### config.mk
export PLATFORM = sky130hd
export DESIGN_NAME = prod_accum_flat
export DESIGN_NICKNAME = d
export VERILOG_FILES = /design/src/rtl/prod_accum_pkg.sv /design/src/rtl/prod_accum_if.sv /design/src/rtl/prod_accum_sat_add.sv /design/src/rtl/prod_accum.sv /design/src/flat_wrapper.sv
export SDC_FILE = /design/constraint.sdc
export NUM_CORES = 1
export LEC_CHECK = 0
export CAP_MARGIN = 20
export CORE_MARGIN = 10
export CORE_UTILIZATION = 48
export CTS_BUF_LIST = sky130_fd_sc_hd__clkbuf_4 sky130_fd_sc_hd__clkbuf_8
export CTS_CLUSTER_SIZE = 40
export DETAILED_ROUTE_END_ITERATION = 8
export MAX_ROUTING_LAYER = met4
export PLACE_DENSITY = 0.87
export SLEW_MARGIN = 25
export SYNTH_ARGS = -nofsm -noshare
export SYNTH_HDL_FRONTEND = slang
export SYNTH_SLANG_ARGS = --single-unit
### constraint.sdc
create_clock -name clk -period 2.15 [get_ports clk]
set_clock_uncertainty 0.2 [all_clocks]
set_input_delay 0.43 -clock clk [delete_from_list [all_inputs] [get_ports clk]]
set_output_delay 0.43 -clock clk [all_outputs]
set_load 0.01 [all_outputs]
### src/rtl/prod_accum_pkg.sv
// prod_accum_pkg: shared types and defaults for the product accumulator.
// Optional saturation feature is selected by macro PROD_ACCUM_SAT_EN.
package prod_accum_pkg;

  // Accumulator control states: collecting a frame, or holding a finished sum
  typedef enum logic {
    ACCUM = 1'b0,
    HOLD  = 1'b1
  } accState_e;

  localparam int SIZE_DEF  = 4;
  localparam int CNT_DEF   = 8;
  localparam int ACC_W_DEF = 12;

  // Width needed for a beat counter that must represent 0..cnt
  function automatic int cntWidth(input int cnt);
    return $clog2(cnt + 1);
  endfunction

endpackage

### src/rtl/prod_accum_if.sv
// prod_accum_if: product input and frame-sum output handshakes of prod_accum.
// acc_sat exists only when PROD_ACCUM_SAT_EN is defined.
interface prod_accum_if #(
  parameter int N     = 8,
  parameter int ACC_W = 12,
  parameter int CNT_W = 4
);
  logic             in_valid;
  logic [N-1:0]     in_data;
  logic             in_ready;
  logic             clr;
  logic [ACC_W-1:0] acc_out;
  logic             acc_valid;
  logic             acc_ready;
  logic [CNT_W-1:0] beat_cnt;
`ifdef PROD_ACCUM_SAT_EN
  logic             acc_sat;
`endif

  // Producer/sink side (multiplier feed plus result consumer)
  modport master (
`ifdef PROD_ACCUM_SAT_EN
    input  acc_sat,
`endif
    output in_valid, in_data, clr, acc_ready,
    input  in_ready, acc_out, acc_valid, beat_cnt
  );

  // Accumulator side
  modport slave (
`ifdef PROD_ACCUM_SAT_EN
    output acc_sat,
`endif
    input  in_valid, in_data, clr, acc_ready,
    output in_ready, acc_out, acc_valid, beat_cnt
  );

endinterface

### src/rtl/prod_accum_sat_add.sv
// sat_add: ACC_W-bit unsigned adder. With PROD_ACCUM_SAT_EN defined the result
// clamps to all-ones and ovf_o flags the clamp; otherwise it wraps.
module sat_add #(
  parameter int ACC_W = 12
) (
  input  logic [ACC_W-1:0] a_i,
  input  logic [ACC_W-1:0] b_i,
`ifdef PROD_ACCUM_SAT_EN
  output logic             ovf_o,
`endif
  output logic [ACC_W-1:0] sum_o
);

`ifdef PROD_ACCUM_SAT_EN
  logic [ACC_W:0] wide;

  // Full-width sum; the carry out decides whether to clamp
  always_comb begin
    wide  = {1'b0, a_i} + {1'b0, b_i};
    ovf_o = wide[ACC_W];
    sum_o = wide[ACC_W] ? {ACC_W{1'b1}} : wide[ACC_W-1:0];
  end
`else
  // Plain modulo-2^ACC_W addition
  always_comb begin
    sum_o = a_i + b_i;
  end
`endif

endmodule

### src/rtl/prod_accum.sv
// prod_accum: sums frames of CNT unsigned products from the multiplier and
// offers each frame sum on a valid/ready output, stalling input while a sum
// waits. Optional saturation: define PROD_ACCUM_SAT_EN (adds acc_sat).
module prod_accum
  import prod_accum_pkg::*;
#(
  parameter int size  = SIZE_DEF,
  parameter int N     = size * 2,
  parameter int CNT   = CNT_DEF,
  parameter int ACC_W = ACC_W_DEF,
  parameter int CNT_W = cntWidth(CNT)
) (
  input  logic clk,
  input  logic rst_n,
  prod_accum_if.slave bus
);

  accState_e        state_q;
  logic [ACC_W-1:0] acc_q;
  logic [CNT_W-1:0] cnt_q;
  logic [ACC_W-1:0] accOut_q;
  logic             accValid_q;
  logic [N-1:0]     inData;
  logic [ACC_W-1:0] accNext_d;
  logic             lastBeat;
`ifdef PROD_ACCUM_SAT_EN
  logic             addOvf;
  logic             satFlag_q;
  logic             accSat_q;
`endif

  assign inData   = bus.in_data;
  assign lastBeat = (cnt_q == CNT_W'(CNT - 1));

  sat_add #(.ACC_W(ACC_W)) u_sat_add (
    .a_i   (acc_q),
    .b_i   (ACC_W'(inData)),
`ifdef PROD_ACCUM_SAT_EN
    .ovf_o (addOvf),
`endif
    .sum_o (accNext_d)
  );

  // Frame FSM: accumulate accepted products, then hold the sum until taken
  always_ff @(posedge clk or negedge rst_n) begin
    if (!rst_n) begin
      state_q    <= ACCUM;
      acc_q      <= '0;
      cnt_q      <= '0;
      accOut_q   <= '0;
      accValid_q <= 1'b0;
`ifdef PROD_ACCUM_SAT_EN
      satFlag_q  <= 1'b0;
      accSat_q   <= 1'b0;
`endif
    end else begin
      case (state_q)
        ACCUM: begin
          if (bus.clr) begin
            acc_q     <= '0;
            cnt_q     <= '0;
`ifdef PROD_ACCUM_SAT_EN
            satFlag_q <= 1'b0;
`endif
          end else if (bus.in_valid) begin
            if (lastBeat) begin
              accOut_q   <= accNext_d;
              accValid_q <= 1'b1;
              acc_q      <= '0;
              cnt_q      <= '0;
              state_q    <= HOLD;
`ifdef PROD_ACCUM_SAT_EN
              accSat_q   <= satFlag_q | addOvf;
              satFlag_q  <= 1'b0;
`endif
            end else begin
              acc_q     <= accNext_d;
              cnt_q     <= cnt_q + CNT_W'(1);
`ifdef PROD_ACCUM_SAT_EN
              satFlag_q <= satFlag_q | addOvf;
`endif
            end
          end
        end
        HOLD: begin
          if (bus.acc_ready) begin
            accValid_q <= 1'b0;
            state_q    <= ACCUM;
          end
        end
        default: begin
          state_q <= ACCUM;
        end
      endcase
    end
  end

  assign bus.in_ready  = (state_q == ACCUM);
  assign bus.acc_out   = accOut_q;
  assign bus.acc_valid = accValid_q;
  assign bus.beat_cnt  = cnt_q;
`ifdef PROD_ACCUM_SAT_EN
  assign bus.acc_sat   = accSat_q;
`endif

endmodule

### src/flat_wrapper.sv
// flat-port wrapper written by rule: the top's interface ports become plain ports
module prod_accum_flat import prod_accum_pkg::*;
#(
  parameter int size  = SIZE_DEF,
  parameter int N     = size * 2,
  parameter int CNT   = CNT_DEF,
  parameter int ACC_W = ACC_W_DEF,
  parameter int CNT_W = cntWidth(CNT)
)
  (clk, rst_n, bus_in_valid, bus_in_data, bus_clr, bus_acc_ready, bus_in_ready, bus_acc_out, bus_acc_valid, bus_beat_cnt);
  prod_accum_if #(.N(N), .ACC_W(ACC_W), .CNT_W(CNT_W)) bus_i ();
  input  logic clk;
  input  logic rst_n;
  input wire logic [$bits(bus_i.in_valid)-1:0] bus_in_valid;
  input wire logic [$bits(bus_i.in_data)-1:0] bus_in_data;
  input wire logic [$bits(bus_i.clr)-1:0] bus_clr;
  input wire logic [$bits(bus_i.acc_ready)-1:0] bus_acc_ready;
  output wire logic [$bits(bus_i.in_ready)-1:0] bus_in_ready;
  output wire logic [$bits(bus_i.acc_out)-1:0] bus_acc_out;
  output wire logic [$bits(bus_i.acc_valid)-1:0] bus_acc_valid;
  output wire logic [$bits(bus_i.beat_cnt)-1:0] bus_beat_cnt;
  assign bus_i.in_valid = bus_in_valid;
  assign bus_i.in_data = bus_in_data;
  assign bus_i.clr = bus_clr;
  assign bus_i.acc_ready = bus_acc_ready;
  assign bus_in_ready = bus_i.in_ready;
  assign bus_acc_out = bus_i.acc_out;
  assign bus_acc_valid = bus_i.acc_valid;
  assign bus_beat_cnt = bus_i.beat_cnt;
  prod_accum #(.size(size), .N(N), .CNT(CNT), .ACC_W(ACC_W), .CNT_W(CNT_W)) u_core (.clk(clk), .rst_n(rst_n), .bus(bus_i));
endmodule
======== Yosys cells after proc, flatten, opt, wreduce, memory -nomap -nowiden ========
Index checks and enable logic that the tools add are counted.
operators by class
  add/sub/neg operators ................... 2
  equal/unequal tests ..................... 5
  mux-type cells .......................... 16
  bitwise logic cells ..................... 2
  reduce and logical (&&, ||, !) cells .... 4
operators with widths
  cell                                                                      count
  12-bit two-way mux                                                        3
  12-bit by 8-bit adder with 12-bit output                                  1
  4-bit two-way mux                                                         3
  1-bit two-way mux                                                         8
  4-bit AND reduction                                                       2
  2-bit inequality test (second input constant)                             3
  4-bit by 1-bit adder with 4-bit output (second input constant)            1
  4-bit by 3-bit == test with 1-bit output (second input constant)          1
  1-bit case mux with 2 select lines                                        2
  2-bit by 1-bit inequality test with 1-bit output (second input constant)  1
  1-bit inverter                                                            2
  2-bit AND reduction                                                       1
  2-bit nonzero test                                                        1
word-level totals
  flip-flop bits (word level) ............. 30
  input port bits ......................... 13
  output and inout port bits .............. 18
  logic and storage cells ................. 34

======== Longest topological paths before layout ========
  depth in word-level cells ............... 5
  gate-level depth with buffers ........... 8
  depth with buffers taken out ............ 8

======== Modules after synthesis ========
A second synthesis with hierarchy kept.
second synthesis, totals
  cells, all modules ...................... 143
  area total of the unflattened synthesis .. 1,729.2 µm²
by module, submodules not included
  module      instances  cells each  area each (µm²)  seq. area each (µm²)
  prod_accum  1          84          1,226.2          750.7
  sat_add     1          59          503.0            0.0

======== Least setup slack after synthesis ========
Ideal clock, no wire load.
  path kind ............................... input -> register
  start point ............................. input bus_in_data[0]
  end point ............................... register u_core.acc_q[10]
  setup time .............................. 69 ps
  arrival time ............................ 2,023 ps
  data required time ...................... 1,881 ps
  setup slack ............................. -142 ps
  cell stages on the path ................. 8
  path buffers ............................ 0
  cells stage by stage .................... ha_1 -> inv_1 -> fa_1 -> nand2b_1 -> a21oi_2 -> o21ai_2 -> or4_1 -> nand3_1
on the way
  cells in the longest elaborated chain, start to end .. 4
ends and longest elaborated chain
  what                                      RTL line                  source
  start: declaration                        flat_wrapper.sv:15        input wire logic [$bits(bus_i.in_data)-1:0] bus_in_data;
  12-bit by 8-bit adder with 12-bit output  prod_accum_sat_add.sv:26  sum_o = a_i + b_i;
  12-bit two-way mux                        prod_accum.sv:66          if (lastBeat) begin
  12-bit two-way mux                        prod_accum.sv:65          end else if (bus.in_valid) begin
  12-bit two-way mux                        prod_accum.sv:59          if (bus.clr) begin
  end signal: assignment                    prod_accum.sv:77          acc_q <= accNext_d;
  end: declaration                          prod_accum.sv:19          logic [ACC_W-1:0] acc_q;
No other way between the ends. The select of a mux whose other input is x is not followed.
A chain may end at the register's enable or synchronous reset.

======== Worst setup path in the final report ========
  start point ............................. register u_core.acc_q[0]
  end point ............................... register u_core.acc_q[10]
on the way
  cells in the longest elaborated chain, start to end .. 4
ends and longest elaborated chain
  what                                      RTL line
  12-bit by 8-bit adder with 12-bit output  prod_accum_sat_add.sv:26
  12-bit two-way mux                        prod_accum.sv:66
  12-bit two-way mux                        prod_accum.sv:65
  12-bit two-way mux                        prod_accum.sv:59
No other way between the ends. The select of a mux whose other input is x is not followed.

==> results_dict.tcl <==
set metrics [dict create \
    end_kind "flip-flop" \
    port_buffers 30 \
    htreeDepth 2 \
    cpPeakStageDelay_ns 0.49 \
    finalHoldViolCount 0 \
    ys_warn_count 0 \
    antenna_cells 0 \
    via_per_inst 5.44 \
    grt_pass1_wl_um 7000 \
    fillerInstances 255 \
    synthesis.nets 191 \
    gr-total-overflow 0 \
    yosys-top-cells-area "dfrtp_1 (45%), nand2_1 (7.0%), ha_1 (6.7%)" \
    post_drt_wl_per_cell_um 15.5 \
    chipHeight_um 79.0 \
    r2r-end "u_core.acc_q[10]" \
    reg2reg_depth 8 \
    crit_path_top_delay_cell "or4_4" \
    final_cell_mix "nand2_1 (31), dfrtp_1 (29), buf_4 (27), clkdlybuf4s50_1 (25), o21ai_0 (13)" \
    regArea_sq_um 752 \
    worst_slack_ns -0.0334 \
    regToRegSetupSlack_ns -0.03 \
    dpl.cell_count 262 \
    synth.distinct_cells 40 \
    drtIter0Drc 103 \
    setup_viol 2 \
    hp-class "in2async" \
    multi_input_area_sq_mm 0.00102 \
    track_usage 0.140 \
    cts_max_path_buffers 2 \
    die-area_sq_mm 0.00624 \
    grt_pass1_vias 1571 \
    synth_edf_count 0 \
    worst_ep_required_time_ns 2.23 \
    clkTransAtPathRegs_ns 0.10 \
    r2r_start "u_core.acc_q[0]" \
    area.growth.synth_to_final_pct 45.2 \
    crit_path_start_kind "flip-flop" \
    drtAntennaViolNets 0 \
    vdd_ir_drop_max_v 0.000631 \
    drcViolationCount 0 \
    crit_family "simple AND/OR/NAND/NOR gates" \
    dr.pass1.iters 4 \
    netlist_instances 168 \
    seq_area_frac_synth 0.450 \
    design_area_sq_mm 0.00242 \
    power.leakage_nw 1.10 \
    fin_tns_setup_ns -0.0583 \
    synth_area_leader_cell "dfrtp_1" \
    syn-cell-area_sq_mm 0.00167 \
    crit_arrival_ns 2.26 \
    netlist.area_leader.share 0.450 \
    final_layout_size_suffix_gt1_frac 0.298 \
    crit_path_end "u_core.acc_q[10]" \
    grt_max_degree 31 \
    avgSynthCellArea_sq_um 9.94 \
    place_area_sq_mm 0.00218 \
    cts_tree "yes" \
    crit_chain "ha_4 > inv_2 > fa_2 > nand2b_4 > a21oi_4 > o21ai_4 > or4_4 > nand3_2" \
    status "finished with violations" \
    antenna_found_initial 0 \
    nets 250 \
    slew_viol_final 0 \
    start_util 0.500 \
    core_sq_mm 0.00334 \
    die_w_um 79.0 \
    finalHoldWorstSlack_ns 0.272 \
    root_buffer "clkbuf_4" \
    fin_crit_sh 1.02 \
    crit_cells 8 \
    total_power_w 0.00145 \
    ios 31 \
    drv_cap 0 \
    final_cells 274 \
    fin_crit_ns 2.18 \
    place_congestion 0.884 \
    vias 1490 \
    hpwlAfterDp_um 2940 \
    critPathBufInv 1 \
    worstPathMaxFanout 6 \
    cts_num_sinks 30 \
    wirelength_um 4260 \
    placement_rows 21 \
    p_per_area_mw_per_mm2 597 \
    slew_headroom 0.726 \
    worstSetupPathType "reg2reg" \
    rsz0062_at_grt "yes" \
    synth_ff_type "dfrtp_1" \
    max_slew.worst_pin.slew_ns 0.408 \
    fmax_mhz 458 \
    crit_start "u_core.acc_q[0]" \
    worstSkewPairLatency_ns 0.33 \
    async_flop_share 1.00 \
    synth_seq_cells 30 \
    final_common_cell "nand2_1" \
    failed_checks "negative setup slack" \
    cts_buffers 5 \
]
==> cell families (layout without fill, tap and decap cells) <==
logic type      after synthesis  in the layout  synth area share
buf+inv                      11             71            0.0360
fa+ha+maj                    10             10            0.0795
simple gates                 58             58             0.171
xor+xnor                      9              9            0.0472
flops                        30             30             0.450
mux                           4              4            0.0292
compound gates               46             46             0.187
==> layer usage <==
metal	wire (um)	part of all wire	global-route usage	vias up
li1	-	-	-	710
met1	1790	0.42	0.160	726
met2	2170	0.51	0.228	43
met3	186	0.044	0.0338	11
met4	109	0.026	0.0627	0
met5	0	0	-	-
==> synth_stat cells (4+ instances only) <==
master	count
a22o_1	7
ha_1	9
a31oi_1	4
nor2_1	5
xnor2_1	6
nand2_1	31
inv_1	6
nand3_1	4
a21oi_1	8
o21ai_0	13
dfrtp_1	30
==> worst reg2reg max path, cell delays in order, from the launching register on <==
cell	delay [ns]
dfrtp_1	0.40
ha_4	0.15
inv_2	0.03
fa_2	0.34
nand2b_4	0.17
a21oi_4	0.17
o21ai_4	0.09
or4_4	0.49
nand3_2	0.08
==> flip-flops by register name, indices dropped and copies added (netlist names) <==
signal,cells
u_core.acc_q,12
u_core.bus.acc_out,12
u_core.bus.acc_valid,1
u_core.bus.beat_cnt,4
u_core.state_q,1
==> repair_timing <==
action	4_1_cts	5_1_grt
setup endpoints to repair	16	10
resized for setup	11	15
pin swaps	9	14
setup buffers	2	3
hold buffers	0	0
==> power by group <==
group	internal [W]	switching, W	leakage [nW]	total (W)
registers	0.000593	0.0000330	0.410	0.000626
logic	0.000239	0.000210	0.651	0.000450
clock network	0.000171	0.000201	0.0387	0.000372
==> through the flow <==
step	utilization	worst slack, ns
2_1_floorplan	-	0.0167
3_3_place_gp	0.655	-0.542
3_5_place_dp	0.655	-0.593
4_1_cts	0.693	-0.0865
5_1_grt	0.726	-0.114
6_report	0.726	-0.0334
==> cell type report <==
class | instances | share of cell area
inverter | 6 | 0.00929
timing repair buffer | 57 | 0.210
clock inverter | 1 | 0.00207
clock buffer | 7 | 0.0243
multi-input combinational | 127 | 0.421
sequential | 30 | 0.310
tap | 46 | 0.0237
==> how the worst min path moves through the flow <==
stage / startpoint / end / slack, ns / cells after the start
finish: rst_n / u_core.bus.acc_valid / 0.27 / 2
global route: u_core.bus.acc_valid / u_core.bus.acc_valid / 0.30 / 2
CTS: rst_n / u_core.bus.beat_cnt[1] / 0.29 / 2
detailed placement: u_core.bus.acc_out[3] / u_core.bus.acc_out[3] / 0.26 / 2
global placement: u_core.bus.acc_out[5] / u_core.bus.acc_out[5] / 0.26 / 2
floorplan: rst_n / u_core.acc_q[0] / -0.07 / 0
Note: power is estimated with default switching activity, not from simulation.
==> RTL change, RTL diff (config.mk and constraints unchanged) <==
`ACC_W_DEF`: 12 -> 24.
--- a/src/rtl/prod_accum_pkg.sv
+++ b/src/rtl/prod_accum_pkg.sv
@@ -12,3 +12,3 @@
   localparam int CNT_DEF   = 8;
-  localparam int ACC_W_DEF = 12;
+  localparam int ACC_W_DEF = 24;
 
Interface: changed (resized bus_acc_out); port bits go from 31 to 43. No check against the original RTL was run, so the function may have changed too.
==> RTL change against the unedited design <==
The flow still finishes with violations (negative setup slack). Sequential cell count grew 24. Global-route usage grew 3.1 points. Final area grew 76%. Power grew 74%. Sequential power grew 79%. Area after synthesis grew 76%. Wire length grew 120%. Worst setup slack lost 0.18 ns. Die area grew 55%. Critical path type unchanged.
==> RTL change: results (changes against the unedited design) <==
* Switch share at 32.2% (was 30.7%)
* Post-route setup TNS at -2.15 ns (was -0.0583 ns)
* I/O Buffers at 42 (was 30)
* Synth top area cells: dfrtp_1, nand2_1, ha_1, o21ai_0, xnor2_1 (was dfrtp_1, nand2_1, ha_1, o21ai_0, a22o_1)
* M1 wire length at 3.79 mm (was 1.79 mm)
* RePlAce Congestion at 0.865 (was 0.884)
* Pin count of the biggest net entering global routing at 55 (was 31)
* Critical path's slowest cell: dfrtp_1 (was or4_4)
* Violated checks: negative setup slack (unchanged)
* Setup ws final at -0.216 ns (was -0.0334 ns)
* Worst IR Drop VDD at 0.471 mV (was 0.631 mV)
* CP top delay family: compound AO/OA/AOI/OAI gates (was simple AND/OR/NAND/NOR gates)
* P_int at 1.70 mW (was 1.00 mW)
* Comb power frac at 30.9% (was 31.1%)
* Run status: finished, violations left (unchanged)
* Met1 Usage GRT at 20.3% (was 16.0%)
* Leakage power at 1.79 nW (was 1.10 nW)
* Nets@finish at 421 (was 250)
* Post-synthesis sequential area ratio at 45.9% (was 45.0%)
* Area occupied by multi-input gates at 0.00183 mm² (was 0.00102 mm²)
* Clk network pwr share at 24.7% (was 25.7%)
* Post-synth cell types at 47 (was 40)
* Setup violators final at 27 (was 2)
* 1st-iter DRT viols at 275 (was 103)
* Slew @ Worst Pin at 0.387 ns (was 0.408 ns)
* Worst hold slack at 0.283 ns (was 0.272 ns)
* Root Driver: clkbuf_8 (was clkbuf_4)
* Later-pin clock latency in the skew report at 0.31 ns (was 0.33 ns)
* Met2 Usage GRT at 28.6% (was 22.8%)
* Pre-antenna DRT Iters at 5 (was 4)
* Top cell type's share of synthesized area at 45.9% (was 45.0%)
## RTL change: how the worst max path moves through the flow
| stage | endpoint | slack [ns] | cells after the start |
|---|---|---|---|
| finish | u_core.acc_q[10] | -0.22 | 7 |
| global route | u_core.acc_q[10] | -0.31 | 7 |
| CTS | u_core.bus.acc_out[22] | -0.14 | 8 |
| detailed placement | u_core.acc_q[13] | -0.62 | 8 |
| global placement | u_core.acc_q[14] | -0.60 | 8 |
| floorplan | u_core.acc_q[20] | -0.02 | 6 |
## RTL change: logic make-up (layout without fill, tap and decap cells)
group / Yosys count / count (layout) / share of synthesized area (%)
adder cells (fa/ha/maj): 10 / 10 / 4.50
flip-flops: 54 / 54 / 45.9
AO/OA/AOI/OAI: 88 / 88 / 20.7
AND/OR/NAND/NOR: 113 / 113 / 18.0
XOR/XNOR: 21 / 21 / 6.25
multiplexers: 5 / 5 / 1.91
buffers and inverters: 21 / 108 / 2.76
## RTL change: area by class of cell
class | count | share of cell area [%]
Clock buffer | 6 | 1.94
Clock inverter | 2 | 0.294
Inverter | 9 | 0.793
Multi-Input combinational cell | 237 | 43.1
Sequential cell | 54 | 31.8
Tap cell | 75 | 2.20
Timing Repair Buffer | 91 | 19.9
## RTL change: through the flow
stage | cells | worst slack, ns
2_1_floorplan | 312 | -0.0190
3_5_place_dp | 452 | -0.625
3_3_place_gp | 452 | -0.603
4_1_cts | 468 | -0.141
5_1_grt | 474 | -0.307
6_report | 474 | -0.216
## RTL change: worst reg2reg max path: stages (launching register included)
cell and delay [ns]:
dfrtp_1 0.43, ha_4 0.18, fa_2 0.37, a211oi_4 0.28, o21ai_2 0.12, o211ai_1 0.36
a21oi_1 0.16, o22ai_1 0.18
